**src/rtl/mod_addsub_pipe.sv**
```systemverilog
// rtl/mod_addsub_pipe.sv - two-stage pipelined per-lane modular add/subtract with valid/ready handshakes
module mod_addsub_pipe #(
  parameter int WIDTH = 23,
  parameter int LANES = 4
) (
  input  logic                   clk_i,
  input  logic                   rst_n_i,
  input  logic                   in_valid_i,
  output logic                   in_ready_o,
  input  logic                   mode_i,
  input  logic [WIDTH-1:0]       q_i,
  input  logic [LANES*WIDTH-1:0] a_i,
  input  logic [LANES*WIDTH-1:0] b_i,
  output logic                   out_valid_o,
  input  logic                   out_ready_i,
  output logic [LANES*WIDTH-1:0] c_o
);

  localparam int SW = WIDTH + 1;

  logic                   r_v1;
  logic                   r_v2;
  logic                   r_mode1;
  logic [WIDTH-1:0]       r_q1;
  logic [LANES*SW-1:0]    r_s1;
  logic [LANES*WIDTH-1:0] r_c2;

  logic                   w_ld1;
  logic                   w_ld2;
  logic [LANES*SW-1:0]    w_s1;
  logic [LANES*WIDTH-1:0] w_c2;
  logic [SW-1:0]          w_lane;

  assign w_ld2      = r_v1 & (~r_v2 | out_ready_i);
  assign in_ready_o = ~r_v1 | w_ld2;
  assign w_ld1      = in_valid_i & in_ready_o;

  // Bit WIDTH of each stage-1 lane is the carry (add) or borrow (sub).
  always_comb begin
    w_s1 = '0;
    for (int k = 0; k < LANES; k++) begin
      if (mode_i)
        w_s1[k*SW +: SW] = {1'b0, a_i[k*WIDTH +: WIDTH]} - {1'b0, b_i[k*WIDTH +: WIDTH]};
      else
        w_s1[k*SW +: SW] = {1'b0, a_i[k*WIDTH +: WIDTH]} + {1'b0, b_i[k*WIDTH +: WIDTH]};
    end
  end

  // A legal corrected result is below q, so the low WIDTH bits of the correction suffice.
  always_comb begin
    w_c2   = '0;
    w_lane = '0;
    for (int k = 0; k < LANES; k++) begin
      w_lane = r_s1[k*SW +: SW];
      if (r_mode1) begin
        if (w_lane[WIDTH])
          w_c2[k*WIDTH +: WIDTH] = w_lane[WIDTH-1:0] + r_q1;
        else
          w_c2[k*WIDTH +: WIDTH] = w_lane[WIDTH-1:0];
      end else begin
        if (w_lane >= {1'b0, r_q1})
          w_c2[k*WIDTH +: WIDTH] = w_lane[WIDTH-1:0] - r_q1;
        else
          w_c2[k*WIDTH +: WIDTH] = w_lane[WIDTH-1:0];
      end
    end
  end

  always_ff @(posedge clk_i or negedge rst_n_i) begin
    if (!rst_n_i) begin
      r_v1    <= 1'b0;
      r_v2    <= 1'b0;
      r_mode1 <= 1'b0;
      r_q1    <= '0;
      r_s1    <= '0;
      r_c2    <= '0;
    end else begin
      if (w_ld1) begin
        r_v1    <= 1'b1;
        r_s1    <= w_s1;
        r_mode1 <= mode_i;
        r_q1    <= q_i;
      end else if (w_ld2) begin
        r_v1    <= 1'b0;
      end
      if (w_ld2) begin
        r_v2 <= 1'b1;
        r_c2 <= w_c2;
      end else if (out_ready_i) begin
        r_v2 <= 1'b0;
      end
    end
  end

  assign out_valid_o = r_v2;
  assign c_o         = r_c2;

endmodule
```
**config.mk**
```make
export PLATFORM = sky130hd
export DESIGN_NAME = mod_addsub_pipe
export DESIGN_NICKNAME = d
export VERILOG_FILES = /design/src/rtl/mod_addsub_pipe.sv
export SDC_FILE = /design/constraint.sdc
export NUM_CORES = 1
export LEC_CHECK = 0
export CAP_MARGIN = 20
export CORE_MARGIN = 2
export CORE_UTILIZATION = 54
export DETAILED_ROUTE_END_ITERATION = 10
export GPL_ROUTABILITY_DRIVEN = 0
export PLACE_DENSITY = 0.75
export SETUP_SLACK_MARGIN = 0.15
export SYNTH_ARGS = -nofsm -noshare
export SYNTH_HDL_FRONTEND = slang
export SYNTH_SLANG_ARGS = --single-unit
```
**constraint.sdc**
```tcl
create_clock -name clk_i -period 10.2 [get_ports clk_i]
set_input_delay 1.02 -clock clk_i [delete_from_list [all_inputs] [get_ports clk_i]]
set_output_delay 1.02 -clock clk_i [all_outputs]
set_load 0.03 [all_outputs]
```
==> flow_metrics.env <==
export IMPL_clock_power_share=0.124
export IMPL_hp_start="c_o[0]"
export IMPL_antenna_found_initial=11
export IMPL_crit_chain="inv_1, ha_1, o211ai_1, a21o_1, a31oi_1, a221oi_2, a31oi_1, nor4_4, buf_4, inv_1, o21ai_1, mux2_2, o21ai_0"
export IMPL_cts_buffer_depth=3
export IMPL_cts_resized=0
export IMPL_cts_root_buf="clkbuf_16"
export IMPL_antenna_left=0
export IMPL_path_clk_slew_ns=0.06
export IMPL_io_buffers=305
export IMPL_fp_dieH_um=219.1
export IMPL_ir_drop_mv=0.1402
export IMPL_start_kind="register"
export IMPL_cts_buffers=24
export IMPL_crit_path_end_kind="register"
export IMPL_powerDensity_nw_per_um2=249.8
export IMPL_initial_core_util=0.5492
export IMPL_internal_power_uw=3660
export IMPL_worst_setup_path_type="register to register"
export IMPL_drt_initial_drc_count=2157
export IMPL_cts_tree="done"
export IMPL_drive_gt1_frac=0.04271
export IMPL_grt_usage=0.3324
export IMPL_comb_power_share=0.659
export IMPL_synth_cell_type_count=84
export IMPL_status="complete, no violations"
export IMPL_slew_headroom=0.2966
export IMPL_insertion_delay_ns=0.55
export IMPL_synth_area_leader_cell="dfrtp_1"
export IMPL_crit_slowest_cell="nor4_4"
export IMPL_hold_viol=0
export IMPL_maxCapViolCount=0
export IMPL_max_stage_delay_ns=0.82
export IMPL_synthArstFlopShare=1.000
export IMPL_final_common_cell="nand2_1"
export IMPL_syn_area_um2=24980
export IMPL_swShare=0.4973
export IMPL_fmax_mhz=198.1
export IMPL_p_switching_uw=3620
export IMPL_critPathMaxFanout=19
export IMPL_final_nets=3952
export IMPL_setup_viol=0
export IMPL_ys_flop_type="dfrtp_1"
export IMPL_final_cell_mix="nand2_1, a21oi_1, clkdlybuf4s50_1"
export IMPL_yosysWarnings=0
export IMPL_syn_inst=3259
export IMPL_hold_buffers=0
export IMPL_num_rows=78
export IMPL_dieArea_um2=47990
export IMPL_fin_skew_ns=0.01704
export IMPL_avgSynthCellArea_um2=7.665
export IMPL_drt_pass1_iter_count=6
export IMPL_setup_tns_ns=0
export IMPL_die_w_um=219.1
export IMPL_wl_um=82010
export IMPL_hold_class="register to register"
export IMPL_final_core_utilization=0.6409
export IMPL_synth_top_area_share=0.2144
export IMPL_syn_nets=3763
export IMPL_p_leak_uw=0.01257
export IMPL_crit_required_ns=10.66
export IMPL_ff2ff_setup_slack_ns=5.15
export IMPL_tightest_slew_ns=1.047
export IMPL_drc=0
export IMPL_ys_top_cells_by_area="dfrtp_1, ha_1, xnor2_1"
export IMPL_finalCritPeriodShare=0.4949
export IMPL_io_pin_count=306
export IMPL_via_count=25310
export IMPL_cts_sinks=214
export IMPL_period_needed_ns=5.048
export IMPL_worstReg2RegEnd="c_o[69]"
export IMPL_grt_pass1_vias=23770
export IMPL_hold_slack_ns=0.4733
export IMPL_rr_worst_depth=13
export IMPL_synth_seq_cells=214
export IMPL_vias_per_cell=6.221
export IMPL_min_to="c_o[0]"
export IMPL_ys_seq_area_frac=0.2144
export IMPL_h_tree_depth=1
export IMPL_area_growth_pct=16.70
export IMPL_synth_edf_count=0
export IMPL_wl_per_cell_um=20.16
export IMPL_dpl_hpwl_um=64950
export IMPL_hold_depth=2
export IMPL_cts_setup_buffers=0
export IMPL_seq_power_share=0.217
export IMPL_slew_viol_final=0
export IMPL_grt_max_degree=107
export IMPL_r2r_start="r_q1[3]"
export IMPL_arrival_ns=5.51
export IMPL_overflow=0
export IMPL_grt_pass1_wl_um=126900
export IMPL_rsz0062_at_grt="no"
export IMPL_core_area_um2=45480
[area by class of cell]
cell class                      count  area [µm²]
Fill cell                        4043       16330
Antenna cell                        3       7.507
Timing Repair Buffer              329        3253
Sequential cell                   214        5356
Inverter                          161       604.3
Tap cell                          600       750.7
Multi-Input combinational cell   2718       18360
Clock inverter                      8       96.34
Clock buffer                       35       723.2
[through the flow]
step / setup slack (ns) / area, µm² / instances / power (µW)
floorplan: 5.857 / 24980 / 3259 / 4823
global placement: 4.917 / 28290 / 4021 / 6124
detailed placement: 4.839 / 28290 / 4021 / 6247
CTS: 5.408 / 29110 / 4064 / 7178
global route: 5.006 / 29140 / 4066 / 7776
finish: 5.152 / 29150 / 4068 / 7280
[worst max-delay path, delay by kind of cell (launching register included)]
kind                       cells  cell delay [ns]
AOI/OAI and AO/OA              7             1.86
adders and majority gates      1             0.49
buffers and inverters          3             0.79
DFF                            1             0.58
muxes                          1             0.42
and+or+nand+nor                1             0.82
[cells in the mapped netlist (all sizes together) (35+ instances only)]
library cell,count
nor4,35
a31oi,48
inv,161
mux2,47
a21oi,318
nand3,45
a21o,71
xnor2,224
nor3,70
a211oi,50
mux2i,37
nand2b,55
nor2,298
nand2,323
o21ai,303
xor2,71
clkbuf,134
o21bai,41
dfrtp,214
ha,280
[cell families (layout without fill, tap and decap cells)]
kind of cell,count (synthesis),count (layout),share of synthesized area
xor gates and xnor gates,295,295,0.1034
muxes,84,84,0.03602
buffers and inverters,327,533,0.05134
other,0,3,0
DFF,214,214,0.2144
AOI/OAI and AO/OA,1074,1074,0.2664
adders and majority gates,292,292,0.1499
and+or+nand+nor,973,973,0.1786
[power groups by stage]
stage / logic (µW) / clock network, µW / registers, µW
6_report: 4800 / 903 / 1580
5_1_grt: 5220 / 954 / 1600
4_1_cts: 4710 / 919 / 1550
3_5_place_dp: 4680 / 0 / 1570
3_3_place_gp: 4570 / 0 / 1550
2_1_floorplan: 3090 / 0 / 1730
[registers in the layout, indices dropped and copies added, names as in the netlist]
register     flops
out_valid_o      1
r_v1             1
c_o             92
r_s1            96
r_q1            23
r_mode1          1
[how the worst max path moves through the flow]
stage	start	cells past startpoint	end	slack, ns
finish	r_q1[3]	13	c_o[69]	5.15
global route	b_i[49]	19	r_s1[70]	5.01
CTS	r_q1[3]	13	c_o[69]	5.41
detailed placement	b_i[49]	19	r_s1[70]	4.84
global placement	b_i[49]	19	r_s1[70]	4.92
floorplan	mode_i	14	r_s1[46]	5.86
[metal layers]
layer  global-route usage  up-vias  part of all wire
met5                    0        -            0.0013
met4               0.1640       16             0.053
met3              0.06639      260              0.10
met2               0.4858     1215              0.41
met1               0.4660    11790              0.43
li1                     -    12030                 -
(Power assumes the default switching activity.)
